`src/rtl/pong_pkg.sv`:
```
// Shared Pong datapath constants: visible timing, hit-vector bit positions
// and the collision detector state encoding.
package pong_pkg;

  localparam int H_ACTIVE = 640;
  localparam int V_ACTIVE = 480;

  localparam int HIT_W       = 6;
  localparam int HIT_TOP     = 0;
  localparam int HIT_BOTTOM  = 1;
  localparam int HIT_PADDLE1 = 2;
  localparam int HIT_PADDLE2 = 3;
  localparam int HIT_GOAL_L  = 4;
  localparam int HIT_GOAL_R  = 5;

  typedef enum logic [1:0] {
    SYNC_WAIT = 2'd0,
    SCAN      = 2'd1,
    PUBLISH   = 2'd2,
    HOLD      = 2'd3
  } cd_state_e;

endpackage

```
`src/rtl/collision_detect_if.sv`:
```
// Pixel-stream and result bundle between the sync/mask sources and the
// collision detector; also carries the detector state for observation.
interface collision_detect_if;
  import pong_pkg::*;

  // No valid/ready: one pixel per clock, never stalled. The masks describe
  // the pixel whose hcount/vcount were presented one clock earlier.
  logic [9:0]       hcount;
  logic [9:0]       vcount;
  logic             ball_on;
  logic             paddle1_on;
  logic             paddle2_on;
  logic             collision;
  logic [HIT_W-1:0] hit;
  logic [7:0]       frame_hits;
  cd_state_e        state;

  modport master (
    output hcount, vcount, ball_on, paddle1_on, paddle2_on,
    input  collision, hit, frame_hits, state
  );

  modport slave (
    input  hcount, vcount, ball_on, paddle1_on, paddle2_on,
    output collision, hit, frame_hits, state
  );

endinterface

```
`src/rtl/region_decode.sv`:
```
// Combinational map of a screen coordinate onto the visible area and the
// wall/goal bands; shared with the renderer.
module region_decode #(
  parameter int H_ACTIVE    = pong_pkg::H_ACTIVE,
  parameter int V_ACTIVE    = pong_pkg::V_ACTIVE,
  parameter int WALL_TOP    = 8,
  parameter int WALL_BOTTOM = 472,
  parameter int GOAL_LEFT   = 4,
  parameter int GOAL_RIGHT  = 636
) (
  input  logic [9:0] hd,
  input  logic [9:0] vd,
  output logic       active,
  output logic       top,
  output logic       bottom,
  output logic       goal_l,
  output logic       goal_r
);

  localparam logic [9:0] H_END  = 10'(H_ACTIVE);
  localparam logic [9:0] V_END  = 10'(V_ACTIVE);
  localparam logic [9:0] TOP_E  = 10'(WALL_TOP);
  localparam logic [9:0] BOT_S  = 10'(WALL_BOTTOM);
  localparam logic [9:0] GL_E   = 10'(GOAL_LEFT);
  localparam logic [9:0] GR_S   = 10'(GOAL_RIGHT);

  assign active = (hd < H_END) && (vd < V_END);
  assign top    = (vd < TOP_E);
  assign bottom = (vd >= BOT_S);
  assign goal_l = (hd < GL_E);
  assign goal_r = (hd >= GR_S);

endmodule

```
`src/rtl/collision_detect.sv`:
```
// Per-frame collision detector: accumulates ball contacts during the active
// scan and publishes a held hit vector at the start of vertical blanking.
module collision_detect #(
  parameter int H_ACTIVE    = pong_pkg::H_ACTIVE,
  parameter int V_ACTIVE    = pong_pkg::V_ACTIVE,
  parameter int WALL_TOP    = 8,
  parameter int WALL_BOTTOM = 472,
  parameter int GOAL_LEFT   = 4,
  parameter int GOAL_RIGHT  = 636
) (
  input  logic               clk,
  input  logic               reset_n,
  collision_detect_if.slave  bus
);
  import pong_pkg::*;

  localparam logic [9:0] V_END = 10'(V_ACTIVE);

  logic [9:0]       hd;
  logic [9:0]       vd;
  logic             coord_valid;
  logic             in_active;
  logic             in_top;
  logic             in_bottom;
  logic             in_goal_l;
  logic             in_goal_r;
  logic [HIT_W-1:0] pix_bits;
  logic [HIT_W-1:0] acc;
  logic [HIT_W-1:0] acc_next;
  logic [HIT_W-1:0] hit_q;
  logic             collision_q;
  logic [7:0]       frame_hits_q;
  logic             load;
  logic             frame_origin;
  logic             publish_pt;
  cd_state_e        state;
  cd_state_e        state_next;

  // coord_valid keeps the reset value of hd/vd (0,0) from posing as a
  // frame origin, so a partial frame after reset is never accepted.
  always_ff @(posedge clk or negedge reset_n) begin
    if (!reset_n) begin
      hd          <= '0;
      vd          <= '0;
      coord_valid <= 1'b0;
    end else begin
      hd          <= bus.hcount;
      vd          <= bus.vcount;
      coord_valid <= 1'b1;
    end
  end

  region_decode #(
    .H_ACTIVE    (H_ACTIVE),
    .V_ACTIVE    (V_ACTIVE),
    .WALL_TOP    (WALL_TOP),
    .WALL_BOTTOM (WALL_BOTTOM),
    .GOAL_LEFT   (GOAL_LEFT),
    .GOAL_RIGHT  (GOAL_RIGHT)
  ) u_region (
    .hd     (hd),
    .vd     (vd),
    .active (in_active),
    .top    (in_top),
    .bottom (in_bottom),
    .goal_l (in_goal_l),
    .goal_r (in_goal_r)
  );

  always_comb begin
    pix_bits              = '0;
    pix_bits[HIT_TOP]     = in_top;
    pix_bits[HIT_BOTTOM]  = in_bottom;
    pix_bits[HIT_PADDLE1] = bus.paddle1_on;
    pix_bits[HIT_PADDLE2] = bus.paddle2_on;
    pix_bits[HIT_GOAL_L]  = in_goal_l;
    pix_bits[HIT_GOAL_R]  = in_goal_r;
  end

  assign frame_origin = coord_valid && (hd == 10'd0) && (vd == 10'd0);
  assign publish_pt   = (hd == 10'd0) && (vd == V_END);

  // The results register on the edge that enters PUBLISH, which lands them
  // two clocks after vcount reaches V_ACTIVE.
  always_comb begin
    state_next = state;
    acc_next   = acc;
    load       = 1'b0;
    case (state)
      SYNC_WAIT: begin
        if (frame_origin) state_next = SCAN;
      end
      SCAN: begin
        if (frame_origin) begin
          acc_next = '0;
        end else if (publish_pt) begin
          state_next = PUBLISH;
          load       = 1'b1;
          acc_next   = '0;
        end else if (bus.ball_on && in_active) begin
          acc_next = acc | pix_bits;
        end
      end
      PUBLISH: begin
        state_next = HOLD;
      end
      HOLD: begin
        if (frame_origin) state_next = SCAN;
      end
      default: begin
        state_next = SYNC_WAIT;
        acc_next   = '0;
      end
    endcase
  end

  always_ff @(posedge clk or negedge reset_n) begin
    if (!reset_n) begin
      state <= SYNC_WAIT;
      acc   <= '0;
    end else begin
      state <= state_next;
      acc   <= acc_next;
    end
  end

  always_ff @(posedge clk or negedge reset_n) begin
    if (!reset_n) begin
      hit_q        <= '0;
      collision_q  <= 1'b0;
      frame_hits_q <= '0;
    end else if (load) begin
      hit_q       <= acc;
      collision_q <= |acc;
      if ((|acc) && (frame_hits_q != 8'hFF)) frame_hits_q <= frame_hits_q + 8'd1;
    end
  end

  assign bus.hit        = hit_q;
  assign bus.collision  = collision_q;
  assign bus.frame_hits = frame_hits_q;
  assign bus.state      = state;

endmodule

```
`src/flat_wrapper.sv`:
```
// flat-port wrapper written by rule: the top's interface ports become plain ports
module collision_detect_flat import pong_pkg::*;
#(
  parameter int H_ACTIVE    = pong_pkg::H_ACTIVE,
  parameter int V_ACTIVE    = pong_pkg::V_ACTIVE,
  parameter int WALL_TOP    = 8,
  parameter int WALL_BOTTOM = 472,
  parameter int GOAL_LEFT   = 4,
  parameter int GOAL_RIGHT  = 636
)
  (clk, reset_n, bus_hcount, bus_vcount, bus_ball_on, bus_paddle1_on, bus_paddle2_on, bus_collision, bus_hit, bus_frame_hits, bus_state);
  collision_detect_if bus_i ();
  input  logic clk;
  input  logic reset_n;
  input wire logic [$bits(bus_i.hcount)-1:0] bus_hcount;
  input wire logic [$bits(bus_i.vcount)-1:0] bus_vcount;
  input wire logic [$bits(bus_i.ball_on)-1:0] bus_ball_on;
  input wire logic [$bits(bus_i.paddle1_on)-1:0] bus_paddle1_on;
  input wire logic [$bits(bus_i.paddle2_on)-1:0] bus_paddle2_on;
  output wire logic [$bits(bus_i.collision)-1:0] bus_collision;
  output wire logic [$bits(bus_i.hit)-1:0] bus_hit;
  output wire logic [$bits(bus_i.frame_hits)-1:0] bus_frame_hits;
  output wire logic [$bits(bus_i.state)-1:0] bus_state;
  assign bus_i.hcount = bus_hcount;
  assign bus_i.vcount = bus_vcount;
  assign bus_i.ball_on = bus_ball_on;
  assign bus_i.paddle1_on = bus_paddle1_on;
  assign bus_i.paddle2_on = bus_paddle2_on;
  assign bus_collision = bus_i.collision;
  assign bus_hit = bus_i.hit;
  assign bus_frame_hits = bus_i.frame_hits;
  assign bus_state = bus_i.state;
  collision_detect #(.H_ACTIVE(H_ACTIVE), .V_ACTIVE(V_ACTIVE), .WALL_TOP(WALL_TOP), .WALL_BOTTOM(WALL_BOTTOM), .GOAL_LEFT(GOAL_LEFT), .GOAL_RIGHT(GOAL_RIGHT)) u_core (.clk(clk), .reset_n(reset_n), .bus(bus_i));
endmodule
```
`config.mk`:
```
export PLATFORM = sky130hd
export DESIGN_NAME = collision_detect_flat
export DESIGN_NICKNAME = d
export VERILOG_FILES = /design/src/rtl/pong_pkg.sv /design/src/rtl/collision_detect_if.sv /design/src/rtl/region_decode.sv /design/src/rtl/collision_detect.sv /design/src/flat_wrapper.sv
export SDC_FILE = /design/constraint.sdc
export NUM_CORES = 1
export LEC_CHECK = 0
export ABC_CLOCK_PERIOD_IN_PS = 5200
export CORE_UTILIZATION = 37
export CTS_BUF_LIST = sky130_fd_sc_hd__clkbuf_4
export CTS_CLUSTER_SIZE = 28
export DETAILED_ROUTE_END_ITERATION = 7
export MAX_ROUTING_LAYER = met4
export SKIP_CTS_REPAIR_TIMING = 1
export SLEW_MARGIN = 15
export SYNTH_ARGS = -nofsm -noshare
export SYNTH_HDL_FRONTEND = slang
export SYNTH_HIERARCHICAL = 1
export SYNTH_SLANG_ARGS = --single-unit
```
`constraint.sdc`:
```
create_clock -name clk -period 5.2 [get_ports clk]
set_input_delay 1.3 -clock clk [delete_from_list [all_inputs] [get_ports clk]]
set_output_delay 1.3 -clock clk [all_outputs]
set_load 0.1 [all_outputs]
```
## Word-level counts from Yosys, hierarchy flattened

Index checks and enable logic that the tools add are counted.

| word-level totals | value |
|---|---|
| output and inout port bits | 17 |
| logic and storage cells | 49 |
| register bits | 44 |
| input bits | 25 |

| operators by class | value |
|---|---|
| bitwise gates (word level) | 1 |
| muxes and demuxes | 10 |
| magnitude comparators | 6 |
| reduce and logical (&&, ||, !) cells | 15 |
| equal/unequal tests | 8 |
| add/sub/neg operators | 1 |

Operator list:

| kind | number |
|---|---|
| $logic_not 10->1 | 2 |
| $mux 6 | 3 |
| $eq 10x9->1 const B | 1 |
| $ge 10x10->1 const B | 1 |
| $ge 10x9->1 const B | 1 |
| $lt 10x10->1 const B | 1 |
| $lt 10x3->1 const B | 1 |
| $lt 10x4->1 const B | 1 |
| $lt 10x9->1 const B | 1 |
| $add 8x1->8 const B | 1 |
| $ne 8x8->1 const B | 1 |
| $logic_and 1x1->1 | 6 |
| $mux 2 | 3 |
| $or 6x6->6 | 1 |
| $pmux 2 s3 | 1 |
| $reduce_or 6->1 | 1 |
| $eq 2x2->1 const B | 2 |
| $ne 2x1->1 const B | 2 |
| $reduce_and 2->1 | 2 |
| $mux 1 | 3 |
| $reduce_and 3->1 | 1 |
| $reduce_bool 3->1 | 1 |
| $eq 2x1->1 const B | 1 |
| $logic_not 2->1 | 1 |
| other kinds (2) | 2 |

## Depth between registers and ports, before layout

Gate-level depths: netlist (run 1).

| depth | value |
|---|---|
| word-level depth | 6 |
| depth in mapped cells | 7 |
| mapped depth without buffers | 6 |

## Cells and area by module

Netlist (run 1), hierarchy kept.

Modules (own cells, without submodules):

| module | instances | cells each | seq. area each (um^2) | area an instance (um^2) |
|---|---|---|---|---|
| collision_detect | 1 | 117 | 1,101.1 | 1,609.0 |
| region_decode | 1 | 14 | 0.0 | 91.3 |

## Worst setup path after synthesis (run 1)

Ideal clock, no wire load.

| path | value |
|---|---|
| path type | flip-flop to flip-flop |
| from | register u_core.state[0] (netlist: u_core/bus.state[0]) |
| to | register u_core.frame_hits_q[1] (netlist: u_core/bus.frame_hits[1]) |
| path buffers | 1 |
| setup time | 0.126 ns |
| data arrival time | 2.333 ns |
| setup slack | 2.742 ns |
| stages on the path, launching flop included | 7 |
| period minus slack after synthesis | 2.458 ns |
| required time | 5.074 ns |
| path through | dfrtp_1 > ha_1 > inv_1 > or2_2 > buf_2 > nor3_1 > mux2_2 |

| on the way | value |
|---|---|
| cells in the longest elaborated chain, start to end | 3 |

Ends and longest elaborated chain:

| item | RTL line | source |
|---|---|---|
| start: declaration | collision_detect.sv:36 | `cd_state_e state;` |
| start signal: assignment | collision_detect.sv:122 | `state <= state_next;` |
| $eq 2x1->1 | collision_detect.sv:89 | `case (state)` |
| $mux 1 | collision_detect.sv:89 |  |
| $reduce_and 2->1 (no source line) | -- |  |
| end signal: assignment | collision_detect.sv:135 | `if ((\|acc) && (frame_hits_q != 8'hFF)) frame_hits_q <= frame_hits_q + 8'd1;` |
| end: declaration | collision_detect.sv:32 | `logic [7:0] frame_hits_q;` |

Every way passes these cells.
A chain may end at the register's enable or synchronous reset.

## Worst setup path in the final report (run 1)

| path | value |
|---|---|
| from | register u_core.frame_hits_q[2] (netlist: u_core/bus.frame_hits[2]) |
| to | output bus_frame_hits[2] |

RTL lines:

| item | RTL line | source |
|---|---|---|
| end: declaration | flat_wrapper.sv:22 | `output wire logic [$bits(bus_i.frame_hits)-1:0] bus_frame_hits;` |

No word-level cell between the ends.

==> flow_summary.json, run 1 <==
{
  "run_status": "complete, no violations",
  "power.leakage_nw": 0.983,
  "critPathMaxFanout": 7,
  "grt.overflow.total": 0,
  "clock_latency_ns": 0.34,
  "synth_top_family_by_area": "simple AND/OR/NAND/NOR gates",
  "cts_buffers": 5,
  "ys_warn_count": 6,
  "drt-pass1-iter-count": 6,
  "path_cells": "clkdlybuf4s50_1",
  "critPathKind": "flip-flop to output pin",
  "track_usage_pct": 14.3,
  "area.growth.synth_to_final_pct": 31.6,
  "wl_per_cell_um": 12.9,
  "yosysSeqAreaShare_pct": 64.8,
  "drc": 0,
  "final_antenna_net_count": 0,
  "max-cap-violations": 0,
  "synth_seq_cells": 44,
  "grt_pass1_wl_um": 5260,
  "core_mm2": 0.00438,
  "crit_required_ns": 3.90,
  "max_slew_margin_pct": 35.3,
  "finalClockSkew_ns": 0.0114,
  "slowest_delay_ns": 1.17,
  "crit_family": "buffers and inverters",
  "arrival_ns": 1.99,
  "dr.first_iter.drc_count": 16,
  "power.density_mw_per_mm2": 337,
  "vias_per_cell": 5.09,
  "synthTopCellsByArea": "dfrtp_1 65%, mux2_2 5.3%, nor4_1 3.7%",
  "startpoint_type": "flip-flop",
  "cp_slowest_cell": "clkdlybuf4s50_1",
  "syn_nets": 158,
  "io_pins": 42,
  "grt_max_degree": 45,
  "antenna_found_initial": 0,
  "fin_crit_ns": 3.29,
  "clock_path_buffers": 2,
  "fmax_mhz": 304,
  "start_util_pct": 38.8,
  "finalSetupViolations": 0,
  "vias": 1165,
  "synth.largest_area_cell": "dfrtp_1",
  "finalSetupTns_ns": 0,
  "worstHoldPathType": "flip-flop to flip-flop",
  "synth_xor_area_share_pct": 3.61,
  "root_buffer": "clkbuf_4",
  "placed_area_mm2": 0.00216,
  "synth_mux_area_share_pct": 5.30,
  "maxSlewViolCount": 0,
  "min_period_over_period_pct": 63.3,
  "netlist.area_leader.share_pct": 64.8,
  "crit_path_end_kind": "output pin",
  "reg2reg_slack_ns": 2.92,
  "die_w_um": 69.8,
  "finish.instance_area_mm2": 0.00224,
  "synth_edf_count": 0,
  "first_global_vias": 1154,
  "cp_num_buf_inv": 1,
  "worst_hold_slack_ns": 0.509,
  "worst-slew-pin-transition_ns": 0.967,
  "fin_nets": 203,
  "drive_above_1_share_pct": 13.6,
  "yosys.area_share.adder_pct": 1.47,
  "htreeDepth": 2,
  "cts.sinks": 44,
  "finalWeightedCongestion": 0.799,
  "diodes": 0,
  "dieArea_mm2": 0.00487,
  "hpwl_um": 2210,
  "synth_flop_cell": "dfrtp_1",
  "irDropWorstVdd_v": 0.000163,
  "cts.clk_slew.worst_paths_ns": 0.12,
  "syn_avg_cell_area_um2": 13.0,
  "drt-total-wl_um": 2960,
  "cts_tree": "done",
  "final_cell_mix": "44 x dfrtp_1, 40 x clkdlybuf4s50_1, 10 x nor4_1",
  "die_h_um": 69.8,
  "synthDistinctLibCells": 32,
  "rsz0062_at_grt": "no",
  "hold_viol": 0,
  "netlist_instances": 131,
  "synth_compound_area_share_pct": 7.28,
  "port_buffers": 41,
  "netlist_area_mm2": 0.00170,
  "synthSimpleGateAreaFrac_pct": 15.9,
  "rows": 24,
  "synthArstFlopShare_pct": 100,
  "final_common_cell": "dfrtp_1"
}
## routing by layer
metal	GRT usage (%)	vias to the layer above	wire length (um)
li1	-	570	-
met1	16.6	550	1250
met2	23.5	41	1520
met3	5.23	4	154
met4	4.00	0	37
met5	-	-	0
## cells by family after synthesis
| logic type | count (synthesis) |
|---|---|
| compound gates | 18 |
| flops | 44 |
| xor+xnor | 7 |
| buf+inv | 6 |
| simple gates | 45 |
| other cells | 1 |
| mux | 8 |
| fa+ha+maj | 2 |
## where the power goes
| part | internal, mW | switching [mW] | total (mW) |
|---|---|---|---|
| Combinational | 0.0678 | 0.0912 | 0.159 |
| Sequential | 0.368 | 0.0195 | 0.387 |
| Clock | 0.106 | 0.101 | 0.207 |
| Total | 0.542 | 0.211 | 0.753 |
## final cells by class
| cell class | count | area (um^2) |
|---|---|---|
| Fill cell | 367 | 2150 |
| Clock buffer | 6 | 45.0 |
| Timing Repair Buffer | 41 | 405 |
| Clock inverter | 2 | 35.0 |
| Tap cell | 52 | 65.1 |
| Sequential cell | 44 | 1100 |
| Multi-Input combinational cell | 81 | 574 |
| Inverter | 3 | 11.3 |
## sequential cells by signal (all words and copies together) (netlist names)
name	cells
u_core/bus.state	2
u_core/hd	10
u_core/bus.frame_hits	8
u_core/vd	10
u_core/bus.collision	1
u_core/bus.hit	6
u_core/acc	6
u_core/coord_valid	1
## per-stage QoR
| step | worst slack, ns | utilization (%) | cells | total power [mW] |
|---|---|---|---|---|
| floorplan | 2.74 | - | 131 | 0.501 |
| global placement | 2.30 | 49.2 | 221 | 0.550 |
| detailed placement | 2.30 | 49.2 | 221 | 0.554 |
| CTS | 1.88 | 51.0 | 229 | 0.768 |
| global route | 1.83 | 51.0 | 229 | 0.804 |
| finish | 1.91 | 51.0 | 229 | 0.753 |
## final timing paths
check / start / to / cells past startpoint
max: u_core/bus.frame_hits[2] / bus_frame_hits[2] / 1
min: u_core/bus.frame_hits[6] / u_core/bus.frame_hits[6] / 1
max reg2reg: u_core/vd[1] / u_core/acc[2] / 4
min reg2reg: u_core/bus.frame_hits[6] / u_core/bus.frame_hits[6] / 1
max in group asynchronous: reset_n / u_core/hd[5] / 1
min in group asynchronous: reset_n / u_core/bus.frame_hits[0] / 1
## Yosys cell counts (3+ instances only)
cell / number
nand3_1: 4
nor4_1: 10
mux2_2: 8
nand4_1: 7
a21oi_1: 7
nor2_1: 8
xor2_1: 7
or4_1: 3
o21ai_0: 3
inv_1: 3
dfrtp_1: 44
or2_2: 3
Power figures use the tool's default switching activity.
==> inputs of run 2 (changes only) <==
--- a/config.mk
+++ b/config.mk
@@ -5,7 +5,7 @@
 export SDC_FILE = /design/constraint.sdc
 export NUM_CORES = 1
 export LEC_CHECK = 0
-export ABC_CLOCK_PERIOD_IN_PS = 5200
+export ABC_CLOCK_PERIOD_IN_PS = 3200
 export CORE_UTILIZATION = 37
 export CTS_BUF_LIST = sky130_fd_sc_hd__clkbuf_4
 export CTS_CLUSTER_SIZE = 28
==> constraint.sdc (replaced) <==
create_clock -name clk -period 3.2 [get_ports clk]
set_input_delay 0.8 -clock clk [delete_from_list [all_inputs] [get_ports clk]]
set_output_delay 0.8 -clock clk [all_outputs]
set_load 0.1 [all_outputs]
==> run 2 against run 1 <==
  * First-iteration DRC count is 94% higher
  * Final cell count fell by 0.44%
  * Wire length rose by 2.6%
  * Power grew 71%
  * Via count up 2.2%
  * Largest power group unchanged
  * Setup slack worse by 0.91 ns
==> flow_summary.json, run 2 (synthesis gave the netlist of run 1 again) <==
{
  "clock_latency_ns": 0.35,
  "fin_nets": 203,
  "drt-pass1-iter-count": 4,
  "max_slew_margin_pct": 39.0,
  "cts_tree": "done",
  "arrival_ns": 2.43,
  "placed_area_mm2": 0.00211,
  "vias_per_cell": 5.22,
  "drt-total-wl_um": 3040,
  "finalSetupViolations": 0,
  "hold_viol": 0,
  "die_h_um": 69.8,
  "htreeDepth": 2,
  "crit_path_end_kind": "flip-flop",
  "critPathMaxFanout": 13,
  "power.density_mw_per_mm2": 584,
  "final_cell_mix": "44 x dfrtp_1, 23 x clkdlybuf4s50_1, 17 x buf_4",
  "antenna_found_initial": 0,
  "worst-slew-pin-transition_ns": 0.915,
  "final_antenna_net_count": 0,
  "grt_max_degree": 45,
  "post-place-ws_ns": 0.995,
  "worst_hold_slack_ns": 0.511,
  "core_mm2": 0.00438,
  "grt_pass1_wl_um": 5260,
  "max-cap-violations": 0,
  "finish.instance_area_mm2": 0.00221,
  "vias": 1191,
  "rsz0062_at_grt": "no",
  "finalSetupTns_ns": 0,
  "grt.overflow.total": 0,
  "rows": 24,
  "clock_path_buffers": 2,
  "irDropWorstVdd_v": 0.000279,
  "critPathKind": "flip-flop to flip-flop",
  "power.leakage_nw": 1.02,
  "first_global_vias": 1190,
  "crit_required_ns": 3.43,
  "cts.sinks": 44,
  "drive_above_1_share_pct": 22.7,
  "track_usage_pct": 14.4,
  "diodes": 0,
  "io_pins": 42,
  "dr.first_iter.drc_count": 31,
  "area.growth.synth_to_final_pct": 30.1,
  "port_buffers": 41,
  "hpwl_um": 2300,
  "cts.clk_slew.worst_paths_ns": 0.13,
  "fin_crit_ns": 2.20,
  "die_w_um": 69.8,
  "wl_per_cell_um": 13.3,
  "fmax_mhz": 454,
  "maxSlewViolCount": 0,
  "min_period_over_period_pct": 68.8,
  "drc": 0,
  "finalWeightedCongestion": 0.798,
  "startpoint_type": "flip-flop",
  "root_buffer": "clkbuf_4",
  "cts_buffers": 5,
  "worstHoldPathType": "flip-flop to flip-flop",
  "start_util_pct": 38.8,
  "run_status": "complete, no violations",
  "worst_slack_ns": 0.998,
  "finalClockSkew_ns": 0.0157,
  "dieArea_mm2": 0.00487,
  "final_common_cell": "dfrtp_1"
}
run 2: final timing paths:
kind	slack, ns	from	cells after the start	end
worst max-delay path	1.0	u_core/hd[4]	4	u_core/bus.hit[1]
worst min-delay path	0.51	u_core/bus.frame_hits[6]	1	u_core/bus.frame_hits[6]
worst max register to register	1.0	u_core/hd[4]	4	u_core/bus.hit[1]
worst min register to register	0.51	u_core/bus.frame_hits[6]	1	u_core/bus.frame_hits[6]
max in group asynchronous	2.04	reset_n	1	u_core/acc[3]
min in group asynchronous	0.57	reset_n	1	u_core/bus.frame_hits[3]
run 2: worst max-delay path: stages (launching register included):
cell     delay (ns)
dfrtp_1        0.41
nor4_1         0.33
nand4_1        0.47
nor2_2         0.49
mux2_2         0.39
run 2: layout make-up:
cell class                      instances  area [um^2]
Fill cell                             391         2170
Sequential cell                        44         1100
Multi-Input combinational cell         81          574
Timing Repair Buffer                   41          363
Tap cell                               52         65.1
Clock inverter                          2         60.1
Clock buffer                            5         37.5
Inverter                                3         11.3
run 2: power breakdown:
group          internal (mW)  leakage, nW  switching, mW
registers              0.598        0.553         0.0346
logic                  0.107        0.414          0.143
clock network          0.239       0.0513          0.169
total                  0.944         1.02          0.347
run 2: metrics by stage:
stage | power, mW | util (%) | cells
finish | 1.29 | 50.5 | 228
global route | 1.36 | 50.5 | 228
CTS | 1.30 | 50.5 | 228
detailed placement | 0.895 | 48.2 | 221
global placement | 0.892 | 48.2 | 221
floorplan | 0.814 | - | 131
run 2: metal layers:
| metal | wire length (um) | vias to the layer above | global-route usage, % |
|---|---|---|---|
| met1 | 1260 | 570 | 16.9 |
| met4 | 26 | 0 | 5.33 |
| met3 | 223 | 2 | 5.96 |
| met2 | 1530 | 52 | 22.1 |
| li1 | - | 567 | - |
| met5 | 0 | - | - |
==> inputs of run 3 (changes only) <==
--- a/config.mk
+++ b/config.mk
@@ -5,12 +5,13 @@
 export SDC_FILE = /design/constraint.sdc
 export NUM_CORES = 1
 export LEC_CHECK = 0
-export ABC_CLOCK_PERIOD_IN_PS = 3200
+export ABC_CLOCK_PERIOD_IN_PS = 1900
 export CORE_UTILIZATION = 37
 export CTS_BUF_LIST = sky130_fd_sc_hd__clkbuf_4
 export CTS_CLUSTER_SIZE = 28
 export DETAILED_ROUTE_END_ITERATION = 7
 export MAX_ROUTING_LAYER = met4
+export PLACE_DENSITY = 0.65
 export SKIP_CTS_REPAIR_TIMING = 1
 export SLEW_MARGIN = 15
 export SYNTH_ARGS = -nofsm -noshare
==> constraint.sdc (replaced) <==
create_clock -name clk -period 1.9 [get_ports clk]
set_input_delay 0.475 -clock clk [delete_from_list [all_inputs] [get_ports clk]]
set_output_delay 0.475 -clock clk [all_outputs]
set_load 0.1 [all_outputs]
==> run 3 against run 2 <==
  * Utilization increased by 7.8 points
  * Count of clock-buffer cells in the layout unchanged
  * Critical endpoint is now u_core/bus.frame_hits[1]
  * Non-clock buffer count increased by 4
  * Worst hold slack worse by 0.46 ns
==> flow_summary.json, run 3 (synthesis gave the netlist of run 1 again) <==
{
  "run_status": "complete, no violations",
  "power.leakage_nw": 1.09,
  "switching_share_pct": 28.8,
  "hpwl_um": 2520,
  "utilization_pct": 58.3,
  "rows": 24,
  "cp_slowest_cell": "dfrtp_1",
  "placed_area_mm2": 0.00244,
  "reg2reg_slack_ns": 0.15,
  "internal_power_mw": 1.53,
  "grt_max_degree": 27,
  "cts_tree": "done",
  "antenna_found_initial": 0,
  "diodes": 0,
  "power.density_mw_per_mm2": 838,
  "finish.instance_area_mm2": 0.00255,
  "path_cells": "nor4_1, nand4_1, buf_4, nor3_4, mux2_2",
  "dr.first_iter.drc_count": 44,
  "maxSlewViolCount": 0,
  "clock_path_buffers": 2,
  "power_frac_seq_pct": 50.6,
  "grt_pass1_wl_um": 5620,
  "startpoint": "u_core/hd[3]",
  "multi_input_area_um2": 651,
  "final_antenna_net_count": 0,
  "io_pins": 42,
  "critPathKind": "flip-flop to flip-flop",
  "rr_endpoint": "u_core/bus.frame_hits[1]",
  "cts_buffers": 5,
  "start_util_pct": 38.8,
  "root_buffer": "clkbuf_4",
  "drt-total-wl_um": 3090,
  "startpoint_type": "flip-flop",
  "critPathMaxFanout": 13,
  "reg2reg_depth": 5,
  "core_mm2": 0.00438,
  "slowest_delay_ns": 0.41,
  "track_usage_pct": 15.1,
  "vias": 1175,
  "clock_latency_ns": 0.34,
  "crit_path_end_kind": "flip-flop",
  "final_cell_mix": "35 x dfrtp_1, 23 x clkdlybuf4s50_1, 19 x buf_12",
  "fin_crit_ns": 1.75,
  "finalWeightedCongestion": 0.864,
  "htreeDepth": 2,
  "die_w_um": 69.8,
  "grt.overflow.total": 0,
  "clock_power_share_pct": 25.9,
  "crit_family": "simple AND/OR/NAND/NOR gates",
  "irDropWorstVdd_v": 0.000453,
  "max-cap-violations": 0,
  "vias_per_cell": 5.04,
  "crit_required_ns": 2.14,
  "cp_num_buf_inv": 1,
  "worstHoldPathType": "primary input to asynchronous set/reset pin",
  "final_common_cell": "dfrtp_1",
  "r2r_start": "u_core/hd[3]",
  "arrival_ns": 1.99,
  "dieArea_mm2": 0.00487,
  "fillers": 346,
  "drc": 0,
  "min_period_over_period_pct": 92.1,
  "fin_nets": 207,
  "hold_viol": 0,
  "die_h_um": 69.8,
  "wl_per_cell_um": 13.3,
  "port_buffers": 41,
  "area.growth.synth_to_final_pct": 50.3,
  "pwr-share-comb_pct": 23.5,
  "drive_above_1_share_pct": 33.1,
  "fmax_mhz": 571,
  "drt-pass1-iter-count": 4,
  "first_global_vias": 1189,
  "finalClockSkew_ns": 0.00730,
  "switchingPower_uw": 616,
  "rsz0062_at_grt": "no",
  "finalSetupViolations": 0,
  "cts.sinks": 44,
  "regArea_mm2": 0.00112,
  "cts.clk_slew.worst_paths_ns": 0.12
}
[run 3: per-stage QoR]
step / worst slack [ns] / instances / TNS [ns] / hold slack [ns] / total power, mW
2_1_floorplan: -0.0211 / 131 / -0.148 / 0.179 / 1.42
3_3_place_gp: 0.151 / 224 / 0 / 0.438 / 1.58
3_5_place_dp: 0.0852 / 224 / 0 / 0.444 / 1.60
4_1_cts: 0.0702 / 232 / 0 / 0.0497 / 2.17
5_1_grt: 0.0114 / 233 / 0 / 0.0655 / 2.26
6_report: 0.149 / 233 / 0 / 0.0526 / 2.14
[run 3: worst max path at each step]
stage	end	slack (ns)	cells after the start
detailed placement	u_core/bus.hit[5]	0.09	5
finish	u_core/bus.frame_hits[1]	0.15	5
CTS	u_core/bus.hit[5]	0.07	5
global route	u_core/bus.hit[4]	0.01	6
global placement	u_core/bus.hit[4]	0.15	5
floorplan	u_core/bus.collision	-0.02	7
[run 3: layout make-up]
class                           instances  share of cell area, %
Clock inverter                          3                   1.67
Inverter                                3                  0.441
Tap cell                               52                   2.55
Sequential cell                        44                   43.7
Timing Repair Buffer                   45                   24.7
Multi-Input combinational cell         81                   25.5
Clock buffer                            5                   1.47
[run 3: metal layers]
metal | part of all wire (%) | wire [um] | vias up | global-route usage, %
met1 | 41 | 1270 | 554 | 18.6
met2 | 53 | 1630 | 41 | 24.6
li1 | - | - | 576 | -
met3 | 5.0 | 156 | 4 | 4.36
met5 | 0 | 0 | - | -
met4 | 1.0 | 32 | 0 | 4.00
[run 3: power groups by stage]
stage | sequential (mW) | clock [mW] | combinational [mW]
floorplan | 1.17 | 0 | 0.245
global placement | 1.10 | 0 | 0.485
detailed placement | 1.10 | 0 | 0.504
CTS | 1.08 | 0.584 | 0.505
global route | 1.09 | 0.618 | 0.549
finish | 1.08 | 0.555 | 0.504
